===== src/rtl/apb_dual_timers.sv =====
// apb_dual_timers: two independent SP804/CMSDK-compatible down-counting timers
// on an APB slave port, with per-timer and combined interrupt outputs.

// ---------------------------------------------------------------------------
// One timer channel: load/background-load register, control register,
// prescaler, 32/16-bit down counter and raw/masked interrupt status.
// ---------------------------------------------------------------------------
module apb_dual_timers_unit (
  input  logic        clk,
  input  logic        rst_n,
  input  logic        timclken_i,
  input  logic        wr_load_i,
  input  logic        wr_bgload_i,
  input  logic        wr_ctrl_i,
  input  logic        wr_intclr_i,
  input  logic [31:0] wdata_i,
  output logic [31:0] load_o,
  output logic [31:0] value_o,
  output logic [7:0]  ctrl_o,
  output logic        ris_o,
  output logic        mis_o
);

  // Control register layout, MSB first.
  typedef struct packed {
    logic       enable;    // [7]
    logic       periodic;  // [6] 1 = periodic, 0 = free-running
    logic       int_en;    // [5]
    logic       rsvd;      // [4] always reads 0
    logic [1:0] prescale;  // [3:2] 00 /1, 01 /16, 1x /256
    logic       size32;    // [1] 1 = 32-bit, 0 = 16-bit
    logic       one_shot;  // [0]
  } ctrl_t;

  localparam ctrl_t CTRL_RESET = ctrl_t'(8'h20);

  logic [31:0] load_q,  load_d;
  logic [31:0] value_q, value_d;
  ctrl_t       ctrl_q,  ctrl_d;
  logic [7:0]  presc_q, presc_d;
  logic        ris_q,   ris_d;
  logic        pend_q,  pend_d;

  logic        presc_term;
  logic        tick;
  logic        active_zero;
  logic        set_ris;

  // Prescaler: advances on each enabled TIMCLKEN edge, held clear while disabled.
  // NOTE: every variable assigned in an always_comb gets a default first, so no path can leave it unassigned and infer a latch.
  always_comb begin
    presc_d = presc_q;
    if (!ctrl_q.enable) begin
      presc_d = 8'd0;
    end else if (timclken_i) begin
      presc_d = presc_q + 8'd1;
    end
  end

  // Terminal-count detect for the selected division ratio.
  always_comb begin
    presc_term = 1'b1;
    case (ctrl_q.prescale)
      2'b00:   presc_term = 1'b1;
      2'b01:   presc_term = (presc_q[3:0] == 4'hF);
      default: presc_term = (presc_q == 8'hFF);
    endcase
  end

  assign tick        = timclken_i & ctrl_q.enable & presc_term;
  assign active_zero = ctrl_q.size32 ? (value_q == 32'd0) : (value_q[15:0] == 16'd0);

  // Counter next state: pending load beats decrement, which beats the zero action.
  always_comb begin
    value_d = value_q;
    pend_d  = pend_q;
    set_ris = 1'b0;
    if (timclken_i) begin
      if (pend_q) begin
        value_d = load_q;
        pend_d  = 1'b0;
      end else if (tick) begin
        if (!active_zero) begin
          if (ctrl_q.size32) begin
            value_d = value_q - 32'd1;
            set_ris = (value_q == 32'd1);
          end else begin
            value_d[15:0] = value_q[15:0] - 16'd1;
            set_ris       = (value_q[15:0] == 16'd1);
          end
        end else if (ctrl_q.one_shot) begin
          // Expired one-shot: hold at zero until software writes Load again.
          value_d = value_q;
        end else if (ctrl_q.periodic) begin
          value_d = load_q;
        end else if (ctrl_q.size32) begin
          value_d = 32'hFFFF_FFFF;
        end else begin
          value_d[15:0] = 16'hFFFF;
        end
      end
    end
    // A Load write arms a reload; it wins over the pending clear on the same edge.
    if (wr_load_i) begin
      pend_d = 1'b1;
    end
  end

  // Register writes and interrupt status; a new interrupt beats a same-edge clear.
  always_comb begin
    load_d = load_q;
    ctrl_d = ctrl_q;
    if (wr_load_i || wr_bgload_i) begin
      load_d = wdata_i;
    end
    if (wr_ctrl_i) begin
      ctrl_d = ctrl_t'(wdata_i[7:0] & 8'hEF);
    end
    ris_d = set_ris | (ris_q & ~wr_intclr_i);
  end

  // State registers.
  // NOTE: every flop, including the 32-bit load and value registers, has a reset value because software reads them straight after reset.
  // NOTE: sequential state is updated with non-blocking assignments so all flops sample the pre-edge values together.
  always_ff @(posedge clk or negedge rst_n) begin
    if (!rst_n) begin
      load_q  <= 32'd0;
      value_q <= 32'hFFFF_FFFF;
      ctrl_q  <= CTRL_RESET;
      presc_q <= 8'd0;
      ris_q   <= 1'b0;
      pend_q  <= 1'b0;
    end else begin
      load_q  <= load_d;
      value_q <= value_d;
      ctrl_q  <= ctrl_d;
      presc_q <= presc_d;
      ris_q   <= ris_d;
      pend_q  <= pend_d;
    end
  end

  assign load_o  = load_q;
  assign value_o = value_q;
  assign ctrl_o  = ctrl_q;
  assign ris_o   = ris_q;
  assign mis_o   = ris_q & ctrl_q.int_en;

endmodule

// ---------------------------------------------------------------------------
// Top level: APB decode, read mux, ID registers and interrupt outputs.
// ---------------------------------------------------------------------------
module apb_dual_timers (
  input  logic        PCLK,
  input  logic        PRESETn,
  input  logic        PSEL,
  input  logic        PENABLE,
  input  logic [11:2] PADDR,
  input  logic        PWRITE,
  input  logic [31:0] PWDATA,
  input  logic        TIMCLK,
  input  logic        TIMCLKEN1,
  input  logic        TIMCLKEN2,
  input  logic [3:0]  ECOREVNUM,
  output logic [31:0] PRDATA,
  output logic        PSLVERR,
  output logic        TIMINT1,
  output logic        TIMINT2,
  output logic        TIMINTC
);

  // Register index within a timer's 8-word window.
  typedef enum logic [2:0] {
    REG_LOAD   = 3'd0,
    REG_VALUE  = 3'd1,
    REG_CTRL   = 3'd2,
    REG_INTCLR = 3'd3,
    REG_RIS    = 3'd4,
    REG_MIS    = 3'd5,
    REG_BGLOAD = 3'd6,
    REG_NONE   = 3'd7
  } reg_idx_t;

  // TIMCLK is a compatibility-only pin; counting runs on PCLK.
  logic unused_timclk;
  assign unused_timclk = TIMCLK;

  logic        wr_en;
  logic        timer_win;
  logic        id_win;
  reg_idx_t    reg_idx;
  logic [1:0]  wr_timer;
  logic [31:0] rdata;

  logic [31:0] load1, value1, load2, value2;
  logic [7:0]  ctrl1, ctrl2;
  logic        ris1, mis1, ris2, mis2;

  assign wr_en     = PSEL & PWRITE & PENABLE;
  assign timer_win = (PADDR[11:6] == 6'h00);
  assign id_win    = (PADDR[11:6] == 6'h3F);
  assign reg_idx   = reg_idx_t'(PADDR[4:2]);
  assign wr_timer  = {wr_en & timer_win & PADDR[5], wr_en & timer_win & ~PADDR[5]};

  apb_dual_timers_unit u_timer1 (
    .clk         (PCLK),
    .rst_n       (PRESETn),
    .timclken_i  (TIMCLKEN1),
    .wr_load_i   (wr_timer[0] && (reg_idx == REG_LOAD)),
    .wr_bgload_i (wr_timer[0] && (reg_idx == REG_BGLOAD)),
    .wr_ctrl_i   (wr_timer[0] && (reg_idx == REG_CTRL)),
    .wr_intclr_i (wr_timer[0] && (reg_idx == REG_INTCLR)),
    .wdata_i     (PWDATA),
    .load_o      (load1),
    .value_o     (value1),
    .ctrl_o      (ctrl1),
    .ris_o       (ris1),
    .mis_o       (mis1)
  );

  apb_dual_timers_unit u_timer2 (
    .clk         (PCLK),
    .rst_n       (PRESETn),
    .timclken_i  (TIMCLKEN2),
    .wr_load_i   (wr_timer[1] && (reg_idx == REG_LOAD)),
    .wr_bgload_i (wr_timer[1] && (reg_idx == REG_BGLOAD)),
    .wr_ctrl_i   (wr_timer[1] && (reg_idx == REG_CTRL)),
    .wr_intclr_i (wr_timer[1] && (reg_idx == REG_INTCLR)),
    .wdata_i     (PWDATA),
    .load_o      (load2),
    .value_o     (value2),
    .ctrl_o      (ctrl2),
    .ris_o       (ris2),
    .mis_o       (mis2)
  );

  // Combinational read mux; idle bus and unmapped addresses read zero.
  always_comb begin
    rdata = 32'd0;
    if (PSEL && !PWRITE) begin
      if (timer_win) begin
        case (reg_idx)
          REG_LOAD,
          REG_BGLOAD: rdata = PADDR[5] ? load2 : load1;
          REG_VALUE:  rdata = PADDR[5] ? value2 : value1;
          REG_CTRL:   rdata = {24'd0, (PADDR[5] ? ctrl2 : ctrl1)};
          REG_RIS:    rdata = {31'd0, (PADDR[5] ? ris2 : ris1)};
          REG_MIS:    rdata = {31'd0, (PADDR[5] ? mis2 : mis1)};
          default:    rdata = 32'd0;
        endcase
      end else if (id_win) begin
        case (PADDR[5:2])
          4'h4:    rdata = 32'h0000_0004;
          4'h8:    rdata = 32'h0000_0023;
          4'h9:    rdata = 32'h0000_00B8;
          4'hA:    rdata = 32'h0000_001B;
          4'hB:    rdata = {24'd0, ECOREVNUM, 4'h0};
          4'hC:    rdata = 32'h0000_000D;
          4'hD:    rdata = 32'h0000_00F0;
          4'hE:    rdata = 32'h0000_0005;
          4'hF:    rdata = 32'h0000_00B1;
          default: rdata = 32'd0;
        endcase
      end
    end
  end

  assign PRDATA  = rdata;
  assign PSLVERR = 1'b0;
  assign TIMINT1 = mis1;
  assign TIMINT2 = mis2;
  assign TIMINTC = mis1 | mis2;

endmodule


===== config.mk =====
export PLATFORM = sky130hd
export DESIGN_NAME = apb_dual_timers
export DESIGN_NICKNAME = d
export VERILOG_FILES = /design/src/rtl/apb_dual_timers.sv
export SDC_FILE = /design/constraint.sdc
export NUM_CORES = 1
export LEC_CHECK = 0
export BUFFER_PORTS_ARGS = -buffer_cell sky130_fd_sc_hd__buf_4
export CAP_MARGIN = 20
export CORE_MARGIN = 5
export CORE_UTILIZATION = 61
export DETAILED_ROUTE_END_ITERATION = 10
export PLACE_DENSITY = 0.84
export SETUP_SLACK_MARGIN = 0.15
export SLEW_MARGIN = 20
export SYNTH_ARGS = -nofsm -noshare
export SYNTH_HDL_FRONTEND = slang
export SYNTH_SLANG_ARGS = --single-unit

===== constraint.sdc =====
create_clock -name PCLK -period 3.31 [get_ports PCLK]
set_clock_uncertainty 0.2 [all_clocks]
set_input_delay 0.662 -clock PCLK [delete_from_list [all_inputs] [get_ports PCLK]]
set_output_delay 0.662 -clock PCLK [all_outputs]
set_load 0.02 [all_outputs]

== After elaboration in Yosys (flattened, before gate mapping) ==
Cells that the tools add are included.
Cells by class
  add/subtract/negate cells: 6
  equality and inequality tests: 30
  mux-type cells: 48
  bitwise gates (word level): 19
  reductions and logical operators: 33
Operator list (count)
  two-way mux 32 bit: 14
  case mux 32 bit (5 select lines): 1
  two-way mux 16 bit: 6
  case mux 8 bit (9 select lines): 1
  equality test 32 x 1 -> 1 bit (second input constant): 2
  logical NOT 32 bit: 2
  subtractor 32 x 1 -> 32 bit (second input constant): 2
  two-way mux 8 bit: 6
  equality test 4 bit (second input constant): 10
  equality test 16 x 1 -> 1 bit (second input constant): 2
  logical NOT 16 bit: 2
  subtractor 16 x 1 -> 16 bit (second input constant): 2
  two-way mux 1 bit: 18
  adder 8 x 1 -> 8 bit (second input constant): 2
  equality test 8 bit (second input constant): 2
  bitwise AND 1 bit: 13
  AND reduction 5 bit: 2
  equality test 3 bit (second input constant): 3
  logical AND 1 bit: 9
  nonzero test 2 bit: 4
  nonzero test 4 bit: 2
  equality test 3 x 2 -> 1 bit (second input constant): 2
  equality test 6 bit (second input constant): 1
  logical NOT 6 bit: 1
  15 further kinds: 27
Word-level totals
  bits in registers: 162
  output and inout bits: 36

== Logic depth before layout (Yosys ltp) ==
  word-level depth: 8
  mapped depth: 10

== Modules after synthesis ==
A second synthesis with hierarchy kept.
Unflattened totals
  cells, all modules: 1067
  area, all modules: 10358.7 sq um
By module, submodules not included
  apb_dual_timers_unit at u_timer2: times used 1, cells each 415, area each 4355.4 sq um, sequential area each 2068.2 sq um
  apb_dual_timers_unit at u_timer1: times used 1, cells each 420, area each 4307.9 sq um, sequential area each 2068.2 sq um
  apb_dual_timers: times used 1, cells each 232, area each 1695.4 sq um, sequential area each 0.0 sq um

== Worst setup path before layout ==
No wires, ideal clock.
  path type: input -> output
  start: input port PADDR[3] (netlist name)
  end: output port PRDATA[2]
  arrival time: 2.395 ns
  required time: 2.448 ns
  path slack: 0.053 ns
  stages: 7
  path buffers: 2
  cells stage by stage: clkbuf_1 -> nor2b_1 -> clkbuf_1 -> a22oi_1 -> o211ai_1 -> o21ai_0 -> o21ai_0
On the way
  cells in the longest elaborated chain, start to end: 5
RTL lines
  start, declared: RTL line 159  | input logic [11:2] PADDR,
  equality test 4 bit (tied with other cells): RTL line 253  | case (PADDR[5:2])
  case mux 8 bit (9 select lines) or OR reduction 2 bit (tied branches): RTL line 253, 243
  two-way mux 8 bit or case mux 32 bit (5 select lines) (tied branches): RTL line 252, 243
  two-way mux 32 bit *: RTL line 242  | if (timer_win) begin
  two-way mux 32 bit *: RTL line 241  | if (PSEL && !PWRITE) begin
  end, declared: RTL line 166  | output logic [31:0] PRDATA,
Every way passes the cells marked *; elsewhere a longest branch is shown, timed or not.

== Final worst setup path ==
  start: input port PADDR[4] (netlist name)
  end: output port PRDATA[1]
Same word-level chain as after synthesis.

==> flow_metrics.env <==
export IMPL_port_buffers=87
export IMPL_drc=0
export IMPL_worst_ep_arrival_time_ns=2.24
export IMPL_cts_clk_slew_worst_paths_ns=0.06
export IMPL_slew_violations=0
export IMPL_grt_usage_pct=32.08
export IMPL_ys_warn_count=0
export IMPL_start_kind="primary input"
export IMPL_insertion_delay_ns=0.43
export IMPL_placed_cell_area_mm2=0.01118
export IMPL_setup_violations=0
export IMPL_start_util_pct=62.53
export IMPL_power_leakage_nw=4.942
export IMPL_max_freq_mhz=322.3
export IMPL_dieArea_mm2=0.01906
export IMPL_final_cell_area_mm2=0.01184
export IMPL_nets=1202
export IMPL_use_met3_pct=6.759
export IMPL_rr_worst_depth=10
export IMPL_dp_cells=1333
export IMPL_synthArstFlopShare_pct=100.0
export IMPL_use_met1_pct=42.08
export IMPL_crit_path_end_kind="output pin"
export IMPL_grt_max_degree=63
export IMPL_cts_hold_fix_buffers=0
export IMPL_layout_area_overhead_vs_synth_pct=18.36
export IMPL_place_ws_ns=0.1965
export IMPL_synth_edff_count=0
export IMPL_antenna_found_initial=0
export IMPL_synth_area_leaders="dfrtp_1 (24%), dfstp_2 (17%), mux2_2 (8.7%)"
export IMPL_final_common_cell="buf_4"
export IMPL_rows=46
export IMPL_worst_pin_slew_ns=0.9428
export IMPL_synth_seq_area_share_pct=41.35
export IMPL_cp_slowest_cell="o221ai_1"
export IMPL_critPathBufInv=3
export IMPL_rsz0062_at_grt="no"
export IMPL_crit_path_max_fanout=12
export IMPL_gp_congestion=0.9496
export IMPL_synth_flop_cell="dfrtp_1"
export IMPL_htreeDepth=4
export IMPL_drt_iter0_markers=1455
export IMPL_cts_sinks=162
export IMPL_drv_cap=0
export IMPL_grt_busiest_layer="met2"
export IMPL_path_cells="buf_4 -> xnor2_1 -> buf_4 -> a22oi_1 -> o221ai_1 -> nand3_1 -> a21oi_1 -> o21a_1 -> buf_4"
export IMPL_wl_mm=30.98
export IMPL_coreArea_mm2=0.01600
export IMPL_grtUsageMet2_pct=52.16
export IMPL_fin_cells=1368
export IMPL_ys_ff_latch=162
export IMPL_period_minus_slack_ns=3.103
export IMPL_ir_worst_vdd_uv=368.7
export IMPL_final_cell_mix="buf_4 (132), dfrtp_1 (96), nor2_1 (78)"
export IMPL_diodes=0
export IMPL_fin_util_pct=74.01
export IMPL_num_io_pins=90
export IMPL_crit_path_max_incr_delay_ns=0.25
export IMPL_synthesis_instances=1049
export IMPL_crit_path_frequent_cell="buf_4"
export IMPL_status="finished clean"
export IMPL_finalHoldViolCount=0
export IMPL_rr_endpoint="u_timer2.value_o[21]$_DFFE_PN1P_"
export IMPL_fin_ws_ns=0.2069
export IMPL_clock_path_buffers=2
export IMPL_via_per_inst=6.902
export IMPL_reg2reg_from="u_timer2.value_o[24]$_DFFE_PN1P_"
export IMPL_synth_nets=1111
export IMPL_netlist_area_mm2=0.01000
export IMPL_final_antenna_net_count=0
export IMPL_die_y_um=138.1
export IMPL_grt_pass1_vias=9415
export IMPL_cts_root_buf="clkbuf_16"
export IMPL_cts_made_buffers=17
export IMPL_power_density_mw_per_mm2=385.3
export IMPL_rrSetupSlack_ns=0.33
export IMPL_cts_tree="built"
export IMPL_drt_pass1_iter_count=8
export IMPL_finalCritPeriodShare_pct=93.75
export IMPL_fillCellCount=1154
export IMPL_dp_hpwl_mm=21.59
export IMPL_crit_type="in2out"
export IMPL_vias=9442
export IMPL_yosys_area_top_type="dfrtp_1"
export IMPL_crit_required_ns=2.45
export IMPL_grt_pass1_wl_mm=50.36
export IMPL_wl_per_cell_um=22.65
export IMPL_setup_tns_ns=0
export IMPL_relSlewSlack_pct=36.95
export IMPL_hold_path_class="in2async"
export IMPL_critPathTopFamily="compound AO/OA/AOI/OAI gates"
export IMPL_drive_gt1_share_pct=29.34
export IMPL_die_w_um=138.1
export IMPL_synth_top_cell_area_share_pct=24.01
export IMPL_syn_area_per_cell_um2=9.537
export IMPL_ys_types=70
export IMPL_grt_overflow=0
-- worst max-delay path by stage --
stage / start / endpoint / slack, ns / cells past startpoint
3_3_place_gp: PADDR[4] / PRDATA[7] / 0.24 / 8
2_1_floorplan: PADDR[3] / PRDATA[5] / 0.16 / 7
4_1_cts: PADDR[4] / PRDATA[1] / 0.19 / 8
3_5_place_dp: PADDR[4] / PRDATA[1] / 0.20 / 8
5_1_grt: PADDR[3] / PRDATA[7] / 0.13 / 9
6_report: PADDR[4] / PRDATA[1] / 0.21 / 9
-- where the power goes --
group | switching, mW | internal [mW]
clock | 0.815 | 1.22
combinational | 0.227 | 0.165
sequential | 0.0759 | 2.06
-- flip-flops by register name, summed over array words and instances, names as in the netlist --
register and flops:
u_timer1.ctrl_o 7, u_timer2.load_o 32, u_timer2.pend_q 1, u_timer1.ris_o 1
u_timer1.presc_q 8, u_timer1.pend_q 1, u_timer1.load_o 32, u_timer2.ctrl_o 7
u_timer1.value_o 32, u_timer2.value_o 32, u_timer2.presc_q 8, u_timer2.ris_o 1
-- metrics by stage --
stage          power, mW  hold slack, ns
6_report           4.562         0.01386
4_1_cts            4.557         0.03328
2_1_floorplan      2.343          0.1664
5_1_grt            4.699         0.05976
3_3_place_gp       2.531          0.2901
3_5_place_dp       2.541          0.2973
-- Yosys cell counts (all sizes together), types with 21 or more instances --
library cell  number
inv               42
nor2              79
dfrtp             96
a2bb2oi           33
nor3              34
o21ai             35
a22oi             27
clkbuf            49
mux2i             52
nand3             37
nand2             70
dfstp             66
mux2              79
o22a              24
a211oi            22
a21oi             37
or3               21
o22ai             34
-- cells by family (layout without fill, tap and decap cells) --
group / Yosys count / after routing / synth area share (%)
other: 1 / 1 / 0.03748
xor gates and xnor gates: 15 / 15 / 1.313
adders and majority gates: 8 / 8 / 1.001
and+or+nand+nor: 328 / 328 / 16.37
AOI/OAI and AO/OA: 292 / 292 / 21.46
muxes: 131 / 131 / 14.09
DFF: 162 / 162 / 41.35
buffers and inverters: 112 / 215 / 4.377
-- cell type report --
cell class / count / area, µm² / area share [%]
clock buffers: 21 / 460.4 / 3.888
well taps: 216 / 270.3 / 2.282
clock inverters: 10 / 133.9 / 1.131
repair buffers: 141 / 1162 / 9.816
flip-flops and latches: 162 / 4136 / 34.93
multi-input cells: 775 / 5517 / 46.59
inverters: 43 / 161.4 / 1.363
-- timing repair --
item                       4_1_cts  5_1_grt
gates resized for setup          0        8
setup endpoints to repair        0       35
buffers inserted                 0        4
-- per-layer routing --
metal  part of all wire, %  wire [µm]
met1                    39      11930
met2                    47      14690
met3                    11       3261
met4                   3.5       1095
met5                     0          0
Note: power is estimated with default switching activity, not from simulation.
